### config.mk
export PLATFORM = sky130hd
export DESIGN_NAME = axi_rd_sram
export DESIGN_NICKNAME = d
export VERILOG_FILES = /design/src/rtl/axi_pkg.sv /design/src/rtl/axi_burst_addr.sv /design/src/rtl/axi_rd_sram.sv
export SDC_FILE = /design/constraint.sdc
export NUM_CORES = 1
export LEC_CHECK = 0
export BUFFER_PORTS_ARGS = -buffer_cell sky130_fd_sc_hd__buf_2
export CORE_MARGIN = 3
export CORE_UTILIZATION = 58
export CTS_CLUSTER_DIAMETER = 100
export DETAILED_ROUTE_END_ITERATION = 7
export PLACE_DENSITY = 0.85
export SLEW_MARGIN = 10
export SYNTH_ARGS = -nofsm -noshare
export SYNTH_HDL_FRONTEND = slang
export SYNTH_SLANG_ARGS = --single-unit
### constraint.sdc
create_clock -name clk -period 8.6 [get_ports clk]
set_input_delay 1.29 -clock clk [delete_from_list [all_inputs] [get_ports clk]]
set_output_delay 1.29 -clock clk [all_outputs]
set_load 0.03 [all_outputs]
### src/rtl/axi_pkg.sv
// Shared AXI encodings and read-responder state type, also used by the
// planned write responder.
package axi_pkg;

    localparam logic [1:0] BURST_FIXED = 2'b00;
    localparam logic [1:0] BURST_INCR  = 2'b01;
    localparam logic [1:0] BURST_WRAP  = 2'b10;

    localparam logic [1:0] RESP_OKAY   = 2'b00;
    localparam logic [1:0] RESP_SLVERR = 2'b10;

    typedef enum logic [1:0] {
        IDLE,
        DELAY,
        REQ,
        RESP
    } rd_state_e;

endpackage

### src/rtl/axi_burst_addr.sv
// Combinational AXI burst address stepping plus transaction and beat
// legality checks against a single memory window.
module axi_burst_addr
    import axi_pkg::*;
#(
    parameter int                    ADDR_WIDTH = 32,
    parameter logic [ADDR_WIDTH-1:0] BASE_ADDR  = 'h2000_0000,
    parameter int                    MEM_WORDS  = 16384,
    parameter int                    MAX_SIZE   = 2
) (
    input  logic [ADDR_WIDTH-1:0] i_addr,
    input  logic [7:0]            i_len,
    input  logic [2:0]            i_size,
    input  logic [1:0]            i_burst,
    output logic [ADDR_WIDTH-1:0] o_next_addr,
    output logic                  o_txn_err,
    output logic                  o_beat_err
);

    localparam int AW1 = ADDR_WIDTH + 1;
    // One extra bit so the end of the window cannot overflow the compare.
    localparam logic [AW1-1:0] LIMIT = {1'b0, BASE_ADDR} + AW1'(4 * MEM_WORDS);

    logic [ADDR_WIDTH-1:0] w_incr;
    logic [ADDR_WIDTH-1:0] w_sum;
    logic [ADDR_WIDTH-1:0] w_wrap_mask;
    logic                  w_wrap_len_ok;

    assign w_incr        = ADDR_WIDTH'(1) << i_size;
    assign w_sum         = i_addr + w_incr;
    assign w_wrap_mask   = ((ADDR_WIDTH'(i_len) + ADDR_WIDTH'(1)) << i_size) - ADDR_WIDTH'(1);
    assign w_wrap_len_ok = (i_len == 8'd1) || (i_len == 8'd3) || (i_len == 8'd7) || (i_len == 8'd15);

    always_comb begin
        o_next_addr = i_addr;
        case (i_burst)
            BURST_INCR: o_next_addr = w_sum;
            BURST_WRAP: o_next_addr = (i_addr & ~w_wrap_mask) | (w_sum & w_wrap_mask);
            default:    o_next_addr = i_addr;
        endcase
    end

    always_comb begin
        o_txn_err = 1'b0;
        if (int'(i_size) > MAX_SIZE)
            o_txn_err = 1'b1;
        if (i_burst == 2'b11)
            o_txn_err = 1'b1;
        if (i_burst == BURST_WRAP && !w_wrap_len_ok)
            o_txn_err = 1'b1;
        if (i_burst == BURST_WRAP && (i_addr & (w_incr - ADDR_WIDTH'(1))) != '0)
            o_txn_err = 1'b1;
    end

    assign o_beat_err = (i_addr < BASE_ADDR) || ({1'b0, i_addr} >= LIMIT);

endmodule

### src/rtl/axi_rd_sram.sv
// AXI4 read-only slave in front of a synchronous-read SRAM: one burst at a
// time, one memory read per beat, optional idle delay before each read.
module axi_rd_sram
    import axi_pkg::*;
#(
    parameter int                    DATA_WIDTH = 32,
    parameter int                    ADDR_WIDTH = 32,
    parameter logic [ADDR_WIDTH-1:0] BASE_ADDR  = 'h2000_0000,
    parameter int                    MEM_WORDS  = 16384,
    parameter int                    RD_DELAY   = 0,
    parameter int                    MEM_AW     = $clog2(MEM_WORDS)
) (
    input  logic                  clk,
    input  logic                  rst,
    input  logic                  arvalid,
    output logic                  arready,
    input  logic [3:0]            arid,
    input  logic [7:0]            arlen,
    input  logic [2:0]            arsize,
    input  logic [1:0]            arburst,
    input  logic [ADDR_WIDTH-1:0] araddr,
    output logic                  rvalid,
    input  logic                  rready,
    output logic [DATA_WIDTH-1:0] rdata,
    output logic [1:0]            rresp,
    output logic                  rlast,
    output logic [3:0]            rid,
    output logic                  mem_en,
    output logic [MEM_AW-1:0]     mem_addr,
    input  logic [DATA_WIDTH-1:0] mem_rdata
);

    localparam rd_state_e  BEAT_START = (RD_DELAY > 0) ? DELAY : REQ;
    localparam logic [7:0] DLY_LOAD   = 8'(RD_DELAY - 1);

    rd_state_e             r_state;
    rd_state_e             w_state_next;
    logic                  r_arready;
    logic [3:0]            r_id;
    logic [7:0]            r_len;
    logic [2:0]            r_size;
    logic [1:0]            r_burst;
    logic [ADDR_WIDTH-1:0] r_addr;
    logic [7:0]            r_beat_cnt;
    logic [7:0]            r_dly_cnt;

    logic                  w_ar_hs;
    logic                  w_r_hs;
    logic                  w_last;
    logic                  w_err;
    logic                  w_txn_err;
    logic                  w_beat_err;
    logic [ADDR_WIDTH-1:0] w_next_addr;

    axi_burst_addr #(
        .ADDR_WIDTH (ADDR_WIDTH),
        .BASE_ADDR  (BASE_ADDR),
        .MEM_WORDS  (MEM_WORDS),
        .MAX_SIZE   ($clog2(DATA_WIDTH / 8))
    ) u_burst_addr (
        .i_addr      (r_addr),
        .i_len       (r_len),
        .i_size      (r_size),
        .i_burst     (r_burst),
        .o_next_addr (w_next_addr),
        .o_txn_err   (w_txn_err),
        .o_beat_err  (w_beat_err)
    );

    assign w_ar_hs = arvalid && r_arready;
    assign w_r_hs  = (r_state == RESP) && rready;
    assign w_last  = (r_beat_cnt == 8'd0);
    assign w_err   = w_txn_err || w_beat_err;

    always_ff @(posedge clk or posedge rst) begin
        if (rst)
            r_state <= IDLE;
        else
            r_state <= w_state_next;
    end

    always_comb begin
        w_state_next = r_state;
        case (r_state)
            IDLE:    if (w_ar_hs) w_state_next = BEAT_START;
            DELAY:   if (r_dly_cnt == 8'd0) w_state_next = REQ;
            REQ:     w_state_next = RESP;
            RESP:    if (rready) w_state_next = w_last ? IDLE : BEAT_START;
            default: w_state_next = IDLE;
        endcase
    end

    always_comb begin
        arready  = r_arready;
        rvalid   = (r_state == RESP);
        rlast    = rvalid && w_last;
        rresp    = (rvalid && w_err) ? RESP_SLVERR : RESP_OKAY;
        rdata    = (rvalid && !w_err) ? mem_rdata : '0;
        rid      = r_id;
        mem_en   = (r_state == REQ) && !w_err;
        mem_addr = MEM_AW'((r_addr - BASE_ADDR) >> 2);
    end

    // arready only ever rises while IDLE, so acceptance implies IDLE.
    always_ff @(posedge clk or posedge rst) begin
        if (rst) begin
            r_arready  <= 1'b0;
            r_id       <= '0;
            r_len      <= '0;
            r_size     <= '0;
            r_burst    <= '0;
            r_addr     <= '0;
            r_beat_cnt <= '0;
            r_dly_cnt  <= '0;
        end else begin
            if (w_ar_hs) begin
                r_arready  <= 1'b0;
                r_id       <= arid;
                r_len      <= arlen;
                r_size     <= arsize;
                r_burst    <= arburst;
                r_addr     <= araddr;
                r_beat_cnt <= arlen;
                r_dly_cnt  <= DLY_LOAD;
            end else if (r_state == IDLE || (w_r_hs && w_last)) begin
                r_arready <= 1'b1;
            end
            if (r_state == DELAY)
                r_dly_cnt <= r_dly_cnt - 8'd1;
            if (w_r_hs && !w_last) begin
                r_addr     <= w_next_addr;
                r_beat_cnt <= r_beat_cnt - 8'd1;
                r_dly_cnt  <= DLY_LOAD;
            end
        end
    end

endmodule

# Word level (Yosys, flattened, before mapping)
# Index checks and enable logic that the tools add are counted.
# totals
reg_bits	68
inputBits	85
wordCells	89
# classes
addsub	7
order_cmp	3
eq_ne	14
shift	2
mux	21
bitwise_logic	5
reduce_logical	28
# ops
op	count
$and A32 B32 Y32	3
$mux W32	3
$pmux W32 S2	1
$sub A32 B1 Y32 const B	2
$mux W8	5
$add A32 B32 Y32	1
$ge A32 B30 Y1 const B	1
$lt A32 B30 Y1 const B	1
$not A32 Y32	1
$or A32 B32 Y32	1
$reduce_bool A32 Y1	1
$shl A1 B3 Y32 const A	1
$shl A32 B3 Y32	1
$logic_not A8 Y1	2
$sub A16 B1 Y16 const B	1
$sub A8 B1 Y8 const B	2
$logic_and A1 B1 Y1	10
$mux W2	5
$add A8 B1 Y9 const B	1
$eq A2 B2 Y1 const B	4
$eq A8 B1 Y1 const B	1
$eq A8 B2 Y1 const B	1
$eq A8 B3 Y1 const B	1
$eq A8 B4 Y1 const B	1
14 further kinds	29

# Longest topological paths before layout
# logic_depth
ltp_word	12
ltp_mapped	18
ltp_nobuf	15

# Modules after synthesis
# Synthesis repeated with hierarchy kept, for this count alone.
# unflattened
hier_cells	834
area_unflattened_um2	6477.5
# modules_own_cells
module	instances	cells_each	area_each_um2
axi_rd_sram	1	386	3580.9
axi_burst_addr	1	448	2896.5

# Worst setup path after synthesis
# OpenSTA, ideal clock, no wires.
# synth_timing
kind	register to output
start	register r_size[2]
end	output rdata[10]
arrival_ns	2.959
path_slack_ns	4.351
stages_incl_launch_ff	13
n_path_buf	4
cell_sequence	dfrtp_1 > clkbuf_1 > buf_1 > clkbuf_1 > nand3_1 > ha_1 > nand2b_1 > o2111ai_1 > o41ai_1 > nand2_1 > nor2_1 > clkbuf_1 > and2_1
# synth_between
elab_chain_len	10
# synth_lines
item	line	source
start: declaration	axi_rd_sram.sv:41	logic [2:0] r_size;
start signal: assignment	axi_rd_sram.sv:120	r_size <= arsize;
$shl A1 B3 Y32	axi_burst_addr.sv:29	assign w_incr = ADDR_WIDTH'(1) << i_size;
$sub A32 B1 Y32	axi_burst_addr.sv:51	if (i_burst == BURST_WRAP && (i_addr & (w_incr - ADDR_WIDTH'(1))) != '0)
$and A32 B32 Y32	axi_burst_addr.sv:51	
$reduce_bool A32 Y1	axi_burst_addr.sv:51	
$logic_and A1 B1 Y1	axi_burst_addr.sv:51	
$mux W1 *	axi_burst_addr.sv:51	
$logic_or A1 B1 Y1 *	axi_rd_sram.sv:73	assign w_err = w_txn_err || w_beat_err;
$logic_not A1 Y1 *	axi_rd_sram.sv:98	rdata = (rvalid && !w_err) ? mem_rdata : '0;
$logic_and A1 B1 Y1 *	axi_rd_sram.sv:98	
$mux W32 *	axi_rd_sram.sv:98	
end: declaration	axi_rd_sram.sv:24	output logic [DATA_WIDTH-1:0] rdata,
# Mark *: on every way between the ends. The rest lies on a longest branch, timed or not.

# Final worst setup path
# layout_timing
start	register r_size[2]
end	output rdata[28]
# The elaborated chain is that of the path after synthesis.

==> flow_summary.ini <==
[logic_synthesis]
synth_xor_area_frac = 0.03830
synth_compound_area_frac = 0.2661
syn_avg_cell_area_um2 = 7.569
yosysWarnings = 0
synth_top_family_by_area = simple AND/OR/NAND/NOR gates
yosys_register_bits = 68
synthAdderAreaFrac = 0.04220
synth_flop_cell = dfrtp_1
synth.area.mux_share = 0.02253
ys_async_sr_fraction = 1.000
synth_edf_count = 0
yosysSeqAreaShare = 0.2786
syn-num-nets = 912
syn_inst = 807
syn_area_mm2 = 0.006108
yosysUniqueCellTypes = 74
synthSimpleGateAreaFrac = 0.2792

[sta]
worst_pin_slew_ns = 1.022
setup_tns_ns = 0
maxSlewViolCount = 0
final-hold-violation-count = 0
period_needed_ns = 5.369
skew_ns = 0.01087
fin_crit_sh = 0.6243
rsz0062_at_grt = false
relSlewSlack = 0.3173
timing.fmax_mhz = 186.2
setup_viol = 0

[power_and_ir_drop]
p_leak_nw = 3.109
ir_drop_uv = 160.2
powerDensity_mw_per_mm2 = 369.8

[route]
drtIter0Drc = 621
drt_wl_total_um = 18710
vias = 6576
dr.pass1.iters = 8
detail-route-antenna-nets = 0
wl_per_cell_um = 17.99
viasPerCell = 6.323
route.detailed.drc = 0

[worst_setup_path]
end_kind = primary output
cp.required_ns = 7.31
slowest_stage = dfrtp_1
path_cells = inv_1, nand2_1, ha_1, a211oi_1, o2111ai_1, o41ai_1, nand2_1, nor2_2, and2_1, buf_2
start_kind = flop
cpPeakStageDelay_ns = 0.70
arrival_ns = 4.08
cp_common_cell = nand2_1
critPathKind = reg -> out
cp_max_fo = 32
reg2reg_slack_ns = 3.97

[clocking]
cts_buffers = 9
clockBufferDepth = 2
hold_buffers = 0
path_clk_slew_ns = 0.09
clk-insertion-delay-late_ns = 0.36
cts-resized-gates = 0
tritoncts = done
cts_sinks = 68
root_buffer = clkbuf_8
cts_setup_buffers = 0
htreeDepth = 3

[cells_and_area]
syn_to_final_growth_pct = 13.81
drive_above_1_share = 0.2062
fillers = 877
final_cell_mix = buf_2 (139), nand2_1 (104), nor2_1 (75)
layout_commonest_cell = buf_2
final_nets = 1007
diodes = 0
final_cells = 1040

[die]
die_w_um = 108.6
die_h_um = 108.6
coreArea_mm2 = 0.01000
die_area_mm2 = 0.01180
row_count = 36
start_util = 0.6109
pin_count = 141

[placement]
io_buffers = 139
dp_hpwl_um = 13530
place_inst = 1024
place_congestion = 0.9913

[global_routing]
antenna_found_initial = 0
grt_pass1_vias = 6059
overflow = 0
grt_pass1_wl_um = 29930
grt_start_max_net_pins = 69
track_usage = 0.3195

[job]
cap_viol_max_count = 0

[worst_hold_path]
hp-class = reg -> reg

[run_status]
outcome = completed
==> metrics by stage <==
step	utilization	instance area [µm²]	hold slack (ns)	power, W	worst slack, ns
floorplan	-	6108	0.4516	0.001865	4.351
global placement	0.6709	6709	0.4602	0.002161	3.547
detailed placement	0.6709	6709	0.4631	0.002192	3.334
CTS	0.6949	6949	0.4832	0.002535	2.940
global route	0.6952	6952	0.5046	0.002749	2.873
finish	0.6952	6952	0.4796	0.002571	3.231
==> metal layers <==
| layer | GRT usage | part of all wire |
|---|---|---|
| met5 | 0 | 0 |
| met4 | 0.1172 | 0.025 |
| met3 | 0.04440 | 0.085 |
| met2 | 0.5331 | 0.48 |
| met1 | 0.4236 | 0.41 |
==> cell usage after synthesis, types with 9 or more instances <==
master	number	area, µm²
a211oi_1	14	105.1
a21oi_1	68	340.3
a31oi_1	15	93.84
and2_1	38	237.7
and3_1	14	87.58
buf_2	9	45.04
buf_4	21	157.7
clkbuf_1	31	116.4
dfrtp_1	68	1702
ha_1	19	237.7
inv_1	30	112.6
nand2_1	104	390.4
nand3_1	20	100.1
nor2_1	76	285.3
nor3_1	32	160.2
nor4_1	14	87.58
o21ai_0	46	230.2
o22a_1	10	87.58
o22ai_1	12	75.07
xnor2_1	16	140.1
==> power breakdown <==
part / switching (W) / internal, W
Combinational: 0.000991 / 0.000575
Sequential: 0.000217 / 0.000451
Clock: 0.000143 / 0.000194
Total: 0.00135 / 0.00122
==> cells by family (layout without fill, tap and decap cells) <==
kind of cell    count (synthesis)  in the layout
compound gates                242            242
xor+xnor                       25             25
fa+ha+maj                      20             20
buf+inv                        94            194
flops                          68             68
mux                            13             13
other cells                     1              1
simple gates                  344            344
==> cell type report <==
type	count	area (µm²)	area share
clock buffer	10	127.6	0.01836
clock inverter	6	112.6	0.01620
inverter	31	116.4	0.01674
multi-input combinational	645	3971	0.5713
sequential	68	1702	0.2448
tap	133	166.4	0.02394
timing repair buffer	147	755.7	0.1087
==> path summary, 6_finish.rpt <==
check	start	to	cells past startpoint
min in group asynchronous	rst	r_beat_cnt[6]$_DFFE_PP0P_	3
max in group asynchronous	rst	async pin	3
min reg2reg	rid[3]$_DFFE_PP0P_	rid[3]$_DFFE_PP0P_	2
min	rid[3]$_DFFE_PP0P_	rid[3]$_DFFE_PP0P_	2
max	r_size[2]$_DFFE_PP0P_	rdata[28]	10
max reg2reg	r_size[0]$_DFFE_PP0P_	flop	14
==> critical path, delay by kind of cell, from the launching register on <==
kind	cells	cell delay (ns)
compound gates	3	0.87
fa+ha+maj	1	0.22
buf+inv	2	0.71
flops	1	0.70
simple gates	4	1.20
Power figures use the tool's default switching activity.
